## src/rtl/neuron_multilane_if.sv

```systemverilog
// Operand/result handshake bundle for neuron_multilane: count n, activations, weights and result.
interface neuron_multilane_if #(
  parameter int NEURON_NUM          = 5,
  parameter int ACTIVATION_WIDTH    = 9,
  parameter int WEIGHT_CELL_WIDTH   = 16,
  parameter int NEURON_OUTPUT_WIDTH = 10
) ();
  localparam int NW = $clog2(NEURON_NUM) + 1;

  logic [NW-1:0]                           input_number;
  logic                                    input_number_valid;
  logic                                    input_number_ready;
  logic [NEURON_NUM*ACTIVATION_WIDTH-1:0]  inputs;
  logic                                    inputs_valid;
  logic                                    inputs_ready;
  logic [NEURON_NUM*WEIGHT_CELL_WIDTH-1:0] weights;
  logic                                    weights_valid;
  logic                                    weights_ready;
  logic [NEURON_OUTPUT_WIDTH-1:0]          neuron_sum;
  logic                                    overflow;
  logic                                    neuron_sum_valid;
  logic                                    neuron_sum_ready;

  modport master (
    output input_number, input_number_valid, inputs, inputs_valid,
           weights, weights_valid, neuron_sum_ready,
    input  input_number_ready, inputs_ready, weights_ready,
           neuron_sum, overflow, neuron_sum_valid
  );

  modport slave (
    input  input_number, input_number_valid, inputs, inputs_valid,
           weights, weights_valid, neuron_sum_ready,
    output input_number_ready, inputs_ready, weights_ready,
           neuron_sum, overflow, neuron_sum_valid
  );
endinterface

```

## src/rtl/neuron_multilane.sv

```systemverilog
// Multi-lane signed dot product: LANES products per CALC cycle into one wide accumulator.
// Define NEURON_MULTILANE_SATURATE_EN to clamp neuron_sum on overflow instead of wrapping.
// state | meaning
// IDLE  | collecting n, activations and weights in any order
// CALC  | accumulating LANES products per cycle
// DONE  | result presented, waiting for neuron_sum_ready
module neuron_multilane #(
  parameter int NEURON_NUM          = 5,
  parameter int LANES               = 2,
  parameter int ACTIVATION_WIDTH    = 9,
  parameter int WEIGHT_CELL_WIDTH   = 16,
  parameter int NEURON_OUTPUT_WIDTH = 10,
  parameter int FRACTION            = 0
) (
  input logic clk,
  input logic rst,
  neuron_multilane_if.slave bus
);
  localparam int AW        = ACTIVATION_WIDTH;
  localparam int WW        = WEIGHT_CELL_WIDTH;
  localparam int OW        = NEURON_OUTPUT_WIDTH;
  localparam int PW        = AW + WW;
  localparam int NW        = $clog2(NEURON_NUM) + 1;
  localparam int ACC_WIDTH = WW + AW + $clog2(NEURON_NUM) + 1;
  localparam int CW        = $clog2(NEURON_NUM + LANES + 1) + 1;
  localparam int HI        = OW + FRACTION - 1;

  typedef enum logic [1:0] {IDLE = 2'd0, CALC = 2'd1, DONE = 2'd2} state_e;

  state_e                      state_q, state_d;
  logic                        n_set_q, n_set_d, in_set_q, in_set_d, w_set_q, w_set_d;
  logic [NW-1:0]               n_buf_q, n_buf_d;
  logic [NEURON_NUM*AW-1:0]    act_buf_q, act_buf_d;
  logic [NEURON_NUM*WW-1:0]    w_buf_q, w_buf_d;
  logic signed [ACC_WIDTH-1:0] acc_q, acc_d;
  logic [CW-1:0]               counter_q, counter_d;

  logic [CW-1:0]               n_eff;
  logic [CW-1:0]               idx;
  logic signed [AW-1:0]        a_sel;
  logic signed [WW-1:0]        w_sel;
  logic signed [PW-1:0]        prod;
  logic signed [ACC_WIDTH-1:0] lane_sum;
  logic                        n_xfer, in_xfer, w_xfer;
  logic [ACC_WIDTH-1:HI]       top_bits;
  logic                        ovf;
  logic [OW-1:0]               sum_out;

  always_comb begin
    n_eff = (n_buf_q > NW'(NEURON_NUM)) ? CW'(NEURON_NUM) : CW'(n_buf_q);
  end

  // Lanes beyond n_eff add nothing, so stale data in unused lanes never reaches acc.
  always_comb begin
    lane_sum = '0;
    idx      = '0;
    a_sel    = '0;
    w_sel    = '0;
    prod     = '0;
    for (int l = 0; l < LANES; l++) begin
      idx   = counter_q + CW'(l);
      a_sel = '0;
      w_sel = '0;
      for (int j = 0; j < NEURON_NUM; j++) begin
        if (idx == CW'(j)) begin
          a_sel = act_buf_q[j*AW +: AW];
          w_sel = w_buf_q[j*WW +: WW];
        end
      end
      prod = a_sel * w_sel;
      if (idx < n_eff) begin
        lane_sum = lane_sum + {{(ACC_WIDTH-PW){prod[PW-1]}}, prod};
      end
    end
  end

  always_comb begin
    n_xfer  = bus.input_number_valid && !n_set_q;
    in_xfer = bus.inputs_valid && !in_set_q;
    w_xfer  = bus.weights_valid && !w_set_q;

    state_d   = state_q;
    n_set_d   = n_set_q;
    in_set_d  = in_set_q;
    w_set_d   = w_set_q;
    n_buf_d   = n_buf_q;
    act_buf_d = act_buf_q;
    w_buf_d   = w_buf_q;
    acc_d     = acc_q;
    counter_d = counter_q;

    case (state_q)
      IDLE: begin
        if (n_xfer) begin
          n_set_d = 1'b1;
          n_buf_d = bus.input_number;
        end
        if (in_xfer) begin
          in_set_d  = 1'b1;
          act_buf_d = bus.inputs;
        end
        if (w_xfer) begin
          w_set_d = 1'b1;
          w_buf_d = bus.weights;
        end
        if ((n_set_q || n_xfer) && (in_set_q || in_xfer) && (w_set_q || w_xfer)) begin
          state_d   = CALC;
          acc_d     = '0;
          counter_d = '0;
        end
      end
      CALC: begin
        acc_d     = acc_q + lane_sum;
        counter_d = counter_q + CW'(LANES);
        if (counter_q + CW'(LANES) >= n_eff) state_d = DONE;
      end
      DONE: begin
        if (bus.neuron_sum_ready) begin
          state_d   = IDLE;
          acc_d     = '0;
          counter_d = '0;
          n_set_d   = 1'b0;
          in_set_d  = 1'b0;
          w_set_d   = 1'b0;
        end
      end
      default: begin
        state_d   = IDLE;
        acc_d     = '0;
        counter_d = '0;
        n_set_d   = 1'b0;
        in_set_d  = 1'b0;
        w_set_d   = 1'b0;
      end
    endcase
  end

  always_ff @(posedge clk or posedge rst) begin
    if (rst) begin
      state_q   <= IDLE;
      n_set_q   <= 1'b0;
      in_set_q  <= 1'b0;
      w_set_q   <= 1'b0;
      n_buf_q   <= '0;
      act_buf_q <= '0;
      w_buf_q   <= '0;
      acc_q     <= '0;
      counter_q <= '0;
    end else begin
      state_q   <= state_d;
      n_set_q   <= n_set_d;
      in_set_q  <= in_set_d;
      w_set_q   <= w_set_d;
      n_buf_q   <= n_buf_d;
      act_buf_q <= act_buf_d;
      w_buf_q   <= w_buf_d;
      acc_q     <= acc_d;
      counter_q <= counter_d;
    end
  end

  // Fits only when every bit from the output sign position upward matches.
  always_comb begin
    top_bits = acc_q[ACC_WIDTH-1:HI];
    ovf      = !((&top_bits) || !(|top_bits));
    sum_out  = acc_q[HI:FRACTION];
`ifdef NEURON_MULTILANE_SATURATE_EN
    if (ovf) begin
      sum_out = acc_q[ACC_WIDTH-1] ? {1'b1, {(OW-1){1'b0}}} : {1'b0, {(OW-1){1'b1}}};
    end
`endif
  end

  assign bus.input_number_ready = !n_set_q;
  assign bus.inputs_ready       = !in_set_q;
  assign bus.weights_ready      = !w_set_q;
  assign bus.neuron_sum         = sum_out;
  assign bus.neuron_sum_valid   = (state_q == DONE);
  assign bus.overflow           = ovf && (state_q == DONE);
endmodule

```

## src/flat_wrapper.sv

```systemverilog
// flat-port wrapper written by rule: the top's interface ports become plain ports
module neuron_multilane_flat 
#(
  parameter int NEURON_NUM          = 5,
  parameter int LANES               = 2,
  parameter int ACTIVATION_WIDTH    = 9,
  parameter int WEIGHT_CELL_WIDTH   = 16,
  parameter int NEURON_OUTPUT_WIDTH = 10,
  parameter int FRACTION            = 0
)
  (clk, rst, bus_input_number, bus_input_number_valid, bus_inputs, bus_inputs_valid, bus_weights, bus_weights_valid, bus_neuron_sum_ready, bus_input_number_ready, bus_inputs_ready, bus_weights_ready, bus_neuron_sum, bus_overflow, bus_neuron_sum_valid);
  neuron_multilane_if #(.NEURON_NUM(NEURON_NUM), .ACTIVATION_WIDTH(ACTIVATION_WIDTH), .WEIGHT_CELL_WIDTH(WEIGHT_CELL_WIDTH), .NEURON_OUTPUT_WIDTH(NEURON_OUTPUT_WIDTH)) bus_i ();
  input logic clk;
  input logic rst;
  input wire logic [$bits(bus_i.input_number)-1:0] bus_input_number;
  input wire logic [$bits(bus_i.input_number_valid)-1:0] bus_input_number_valid;
  input wire logic [$bits(bus_i.inputs)-1:0] bus_inputs;
  input wire logic [$bits(bus_i.inputs_valid)-1:0] bus_inputs_valid;
  input wire logic [$bits(bus_i.weights)-1:0] bus_weights;
  input wire logic [$bits(bus_i.weights_valid)-1:0] bus_weights_valid;
  input wire logic [$bits(bus_i.neuron_sum_ready)-1:0] bus_neuron_sum_ready;
  output wire logic [$bits(bus_i.input_number_ready)-1:0] bus_input_number_ready;
  output wire logic [$bits(bus_i.inputs_ready)-1:0] bus_inputs_ready;
  output wire logic [$bits(bus_i.weights_ready)-1:0] bus_weights_ready;
  output wire logic [$bits(bus_i.neuron_sum)-1:0] bus_neuron_sum;
  output wire logic [$bits(bus_i.overflow)-1:0] bus_overflow;
  output wire logic [$bits(bus_i.neuron_sum_valid)-1:0] bus_neuron_sum_valid;
  assign bus_i.input_number = bus_input_number;
  assign bus_i.input_number_valid = bus_input_number_valid;
  assign bus_i.inputs = bus_inputs;
  assign bus_i.inputs_valid = bus_inputs_valid;
  assign bus_i.weights = bus_weights;
  assign bus_i.weights_valid = bus_weights_valid;
  assign bus_i.neuron_sum_ready = bus_neuron_sum_ready;
  assign bus_input_number_ready = bus_i.input_number_ready;
  assign bus_inputs_ready = bus_i.inputs_ready;
  assign bus_weights_ready = bus_i.weights_ready;
  assign bus_neuron_sum = bus_i.neuron_sum;
  assign bus_overflow = bus_i.overflow;
  assign bus_neuron_sum_valid = bus_i.neuron_sum_valid;
  neuron_multilane #(.NEURON_NUM(NEURON_NUM), .LANES(LANES), .ACTIVATION_WIDTH(ACTIVATION_WIDTH), .WEIGHT_CELL_WIDTH(WEIGHT_CELL_WIDTH), .NEURON_OUTPUT_WIDTH(NEURON_OUTPUT_WIDTH), .FRACTION(FRACTION)) u_core (.clk(clk), .rst(rst), .bus(bus_i));
endmodule
```

## config.mk

```make
export PLATFORM = sky130hd
export DESIGN_NAME = neuron_multilane_flat
export DESIGN_NICKNAME = d
export VERILOG_FILES = /design/src/rtl/neuron_multilane_if.sv /design/src/rtl/neuron_multilane.sv /design/src/flat_wrapper.sv
export SDC_FILE = /design/constraint.sdc
export NUM_CORES = 1
export LEC_CHECK = 0
export BUFFER_PORTS_ARGS = -buffer_cell sky130_fd_sc_hd__clkbuf_2
export CAP_MARGIN = 5
export CORE_AREA = 3 3 225 227
export CTS_CLUSTER_DIAMETER = 50
export DETAILED_ROUTE_END_ITERATION = 12
export DIE_AREA = 0 0 228 230
export MAX_ROUTING_LAYER = met4
export PLACE_DENSITY_LB_ADDON = 0.05
export SKIP_CTS_REPAIR_TIMING = 1
export SLEW_MARGIN = 20
export SYNTH_ARGS = -nofsm -noshare
export SYNTH_HDL_FRONTEND = slang
export SYNTH_SLANG_ARGS = --single-unit
```

## constraint.sdc

```tcl
create_clock -name clk -period 27 [get_ports clk]
set_input_delay 4.05 -clock clk [delete_from_list [all_inputs] [get_ports clk]]
set_output_delay 4.05 -clock clk [all_outputs]
set_load 0.005 [all_outputs]
```

After elaboration in Yosys (flattened, before gate mapping)
Cells that the tools add are included.
{ "classes": {"addsub": 4, "mul": 2, "n_lt_le_gt_ge": 4, "n_eq_ne": 16, "muxes": 40, "n_bitwise": 1, "n_reduce_logical": 28} }
{ "op_table": {"columns": ["cell", "count"], "rows": [
  ["16-bit 2-to-1 mux", 10],
  ["29-bit 2-to-1 mux", 4],
  ["9-bit 2-to-1 mux", 10],
  ["29-bit one-hot mux with 3 select lines", 1],
  ["29-bit adder", 2],
  ["9-bit by 16-bit multiplier with 25-bit output", 2],
  ["20-bit AND reduction", 1],
  ["20-bit OR reduction", 1],
  ["4-bit by 2-bit equality test with 1-bit output, second input constant", 4],
  ["4-bit 2-to-1 mux", 3],
  ["4-bit one-hot mux with 3 select lines", 1],
  ["3-bit AND reduction", 4],
  ["2-bit by 1-bit inequality test with 1-bit output, second input constant", 5],
  ["1-bit one-hot mux with 3 select lines", 3],
  ["4-bit by 1-bit equality test with 1-bit output, second input constant", 2],
  ["4-bit by 3-bit equality test with 1-bit output, second input constant", 2],
  ["4-bit logical NOT", 2],
  ["4-bit < comparator", 2],
  ["2-bit AND reduction", 4],
  ["1-bit logical AND", 6],
  ["2-bit 2-to-1 mux", 3],
  ["2-bit one-hot mux with 3 select lines", 1],
  ["1-bit logical NOT", 5],
  ["4-bit by 1-bit adder with 4-bit output, second input constant", 1],
  ["10 further kinds", 16]
]} }
{ "word_totals": {"ff_bits": 167, "input_bits": 135, "out_inout_bits": 15, "word_cells": 104} }

Logic depth before layout (Yosys ltp)
{ "depth": {"ltp_word": 12, "depth_mapped": 48, "mapped_depth_nobuf": 46} }

Worst setup path after synthesis
OpenSTA, ideal clock, no wires.
{ "synth_timing": {"kind": "reg-to-reg", "start": "register u_core.counter_q[2]", "end": "register u_core.acc_q[28]", "arrival_ps": 9810, "path_slack_ps": 17064, "path_stages_with_launch": 43, "path_buffers": 3, "synth_period_minus_slack_ps": 9936, "cell_sequence": "dfrtp_1 buf_2 buf_1 buf_2 mux2i_1 o21ai_0 nor2b_1 nand2_1 fa_1 inv_1 fa_1 fa_1 fa_1 inv_1 fa_1 inv_1 ha_1 o21ai_0 (+7 left out) nor2_1 o21ai_0 a311oi_2 a31o_2 a21oi_1 xnor2_1 mux2_2 ha_1 a21o_1 a21o_1 a21o_1 a211o_1 a41oi_1 a21oi_1 a31oi_1 nor3_1 or2_0 a221o_1"} }
{ "synth_between": {"elab_chain_cells": 12} }
{ "synth_rtl": {"columns": ["item", "line", "text"], "rows": [
  ["from (decl)", "neuron_multilane.sv:36", "logic [CW-1:0] counter_q, counter_d;"],
  ["from (signal assigned)", "neuron_multilane.sv:158", "counter_q <= counter_d;"],
  ["4-bit by 1-bit adder with 4-bit output / 4-bit logical NOT (equally long branches)", "neuron_multilane.sv:61, neuron_multilane.sv:65", null],
  ["4-bit logical NOT (tied with other cells)", "neuron_multilane.sv:65", "if (idx == CW'(j)) begin"],
  ["9-bit 2-to-1 mux / 16-bit 2-to-1 mux (equally long branches) (4 in series)", "neuron_multilane.sv:65", null],
  ["9-bit 2-to-1 mux (tied with other cells)", "neuron_multilane.sv:65", null],
  ["9-bit by 16-bit multiplier with 25-bit output / 29-bit 2-to-1 mux (equally long branches)", "neuron_multilane.sv:70, neuron_multilane.sv:71", null],
  ["29-bit adder", "neuron_multilane.sv:72", "lane_sum = lane_sum + {{(ACC_WIDTH-PW){prod[PW-1]}}, prod};"],
  ["29-bit 2-to-1 mux *", "neuron_multilane.sv:71", "if (idx < n_eff) begin"],
  ["29-bit adder *", "neuron_multilane.sv:113", "acc_d = acc_q + lane_sum;"],
  ["29-bit one-hot mux with 3 select lines *", "neuron_multilane.sv:92", "case (state_q)"],
  ["to (signal assigned)", "neuron_multilane.sv:147", "acc_q <= '0;"],
  ["to (signal assigned)", "neuron_multilane.sv:157", "acc_q <= acc_d;"],
  ["to (decl)", "neuron_multilane.sv:35", "logic signed [ACC_WIDTH-1:0] acc_q, acc_d;"]
]} }
Mark *: on every way between the ends. The rest lies on a longest branch, timed or not.
A chain may end at the register's enable or synchronous reset.

Worst setup path after layout
Ends and elaborated chain as after synthesis.

==> metrics.csv <==
metric,value,unit
status,finished clean,
met3 wire len,2560,um
crit path DAT,11.85,ns
clk buf depth,2,
Worst Path Max Fanout,31,
"top cells by area, synth","fa_1 24%, dfrtp_1 21%, ha_1 10%, mux2_2 7.6%, inv_1 4.9%",
"most used cell, CP",fa_1,
initial antenna violation count,3,
critical path's slowest cell,nor2_2,
Worst path max stage delay,0.91,ns
height of the chip,230,um
final WL,54900,um
largest net degree at the start of global routing,64,
cell taking the most area after synthesis,fa_1,
Async SR Flop Fraction,100,%
die area,52400,sq um
slew margin rel.,32.7,%
commonest cells in the synthesized netlist,"261 x inv_1, 240 x fa_1, 227 x nor2_1",
final worst-path cycle share,42.5,%
Routed Antenna Nets,0,
HPWL after detailed placement,45300,um
synthesized cell area,19800,sq um
Setup CP Type,flop to flop,
aggregate global-route resource usage,22.4,%
Post-route DRC,0,
global-route wire length before repair,88600,um
initial core utilization,40.6,%
Post-Route M1 WL,24900,um
CTS tree,done,
number of global-route vias before repair,15700,
"Avg Cell Area, Syn",9.40,sq um
"EDFF count, synth",0,
fraction of layout cells with a size suffix above 1,16.8,%
WL met2,26400,um
post-synthesis cell type count,73,
Cell Rows,81,
crit end category,flop,
Synth-to-Final Area Change,10.3,%
share of the yosys chip area belonging to registers,20.9,%
DR vias/cell,5.17,
uppermost routed layer,met4,
fmax,87.1,MHz
chip width,228,um
H-tree levels,4,
dpl cells,2869,
Clock Latency Late Sink,0.48,ns
Core ar.,48800,sq um
Required @ worst endpoint,27.36,ns
"CTS clk-pin slew, worst paths",0.08,ns
Sum Neg Setup Slack,0,ns
Yosys top cell area share,24.2,%
DR pass1 iterations,5,
DRT iter0 DRCs,642,
"Primary FF master, synth",dfrtp_1,
# Max-Cap Violations,0,
Post-Synthesis Cells,2112,
most common cell in the netlist,inv_1,
RSZ-0062 raised after global routing,no,
nets@finish,2765,
vias post-DR,15000,
Synth Register Bits,166,
I/O pins,150,
Slew Limit Fails,0,
Non-Filler Instances,2902,
endpoints failing hold,0,
Root Driver,clkbuf_16,
Overflow after GRT,0,
count of final setup violators,0,
final worst path period need,11.49,ns
CTS Buf Count,17,
crit path launch type,flop,
worst slew pin tran,1.01,ns
Final Skew,0.0200,ns
wire per inst,18.9,um
Synth Warn #,0,
IO buf count,149,
Final GP Congestion,0.931,
worst min-delay path class,flop to flop,
clock sinks,166,
worst paths after layout:
check	startpoint	endpoint	slack, ns	cells after the start
max in group asynchronous	rst	u_core.acc_q[1]$_DFFE_PP0P_	22.21	3
worst min-delay path	u_core.w_buf_q[12]$_DFFE_PP0P_	u_core.w_buf_q[12]$_DFFE_PP0P_	0.51	1
worst max register to register	u_core.counter_q[2]$_DFFE_PP0P_	u_core.acc_q[28]$_DFFE_PP0P_	15.51	39
worst max-delay path	u_core.counter_q[2]$_DFFE_PP0P_	u_core.acc_q[28]$_DFFE_PP0P_	15.51	39
min in group asynchronous	rst	u_core.act_buf_q[30]$_DFFE_PP0P_	3.59	2
worst min register to register	u_core.w_buf_q[12]$_DFFE_PP0P_	u_core.w_buf_q[12]$_DFFE_PP0P_	0.51	1
per-layer routing:
metal / vias up / global-route usage (%)
met1: 7472 / 28.7
met4: 0 / 5.72
met2: 278 / 36.6
li1: 7195 / -
met5: - / -
met3: 48 / 4.15
cell type report:
| class | count | area, sq um |
|---|---|---|
| clock inverters | 14 | 155 |
| repair buffers | 172 | 918 |
| diodes | 1 | 2.50 |
| multi-input cells | 1605 | 14400 |
| clock buffers | 18 | 439 |
| flip-flops and latches | 166 | 4160 |
| fillers | 4892 | 27000 |
| inverters | 262 | 988 |
| well taps | 664 | 831 |
state kept, by name, summed over array words and instances (netlist names):
name	count
u_core.w_set_q	1
u_core.n_set_q	1
u_core.state_q	2
u_core.w_buf_q	80
u_core.acc_q	29
u_core.n_buf_q	4
u_core.in_set_q	1
u_core.act_buf_q	45
u_core.counter_q	3
stage by stage:
stage               instance area, sq um  hold WS, ns  worst slack [ns]  utilization [%]
floorplan                          19900        0.479             17.06                -
global placement                   21300        0.490             15.81             43.6
detailed placement                 21300        0.494             15.52             43.6
CTS                                21900        0.509             15.52             44.8
global route                       21900        0.517             14.71             44.8
finish                             21900        0.506             15.51             44.8
cell usage in the layout (no fill, tap or decap), types with 5 or more instances in the layout:
master / n
a211oi_1: 9
a21o_1: 33
a21oi_1: 81
a22o_1: 21
a22oi_1: 23
a31oi_1: 7
and2_1: 11
and3_1: 5
buf_4: 23
clkbuf_16: 17
clkbuf_2: 149
dfrtp_1: 164
fa_1: 240
ha_1: 166
inv_1: 260
inv_6: 6
mux2_2: 134
mux2i_1: 25
nand2_1: 200
nand2b_1: 43
nand3_1: 11
nand4_1: 8
nor2_1: 226
nor2b_1: 23
nor3_1: 33
nor4_1: 9
o21a_1: 11
o21ai_0: 94
o21bai_1: 8
o31ai_1: 5
or2_2: 17
or3_1: 6
xnor2_1: 54
xor2_1: 36
cell families after synthesis:
group	after synthesis	share of synthesized area (%)
AOI/OAI and AO/OA	341	11.3
xor gates and xnor gates	90	3.97
adders and majority gates	406	34.7
buffers and inverters	343	6.69
DFF	166	20.9
muxes	159	8.86
other	1	0.0189
and+or+nand+nor	606	13.5
critical path, delay by kind of cell, from the launching register on:
kind / cells / cell delay [ns]
XOR/XNOR: 2 / 0.22
AND/OR/NAND/NOR: 8 / 2.51
adder cells (fa/ha/maj): 8 / 3.48
buffers and inverters: 3 / 0.14
flip-flops: 1 / 0.73
AO/OA/AOI/OAI: 17 / 4.00
multiplexers: 1 / 0.27
Power is left out: the tool's default activity adds up to more than one toggle a clock period on the data nets, which glitch-free logic cannot reach.
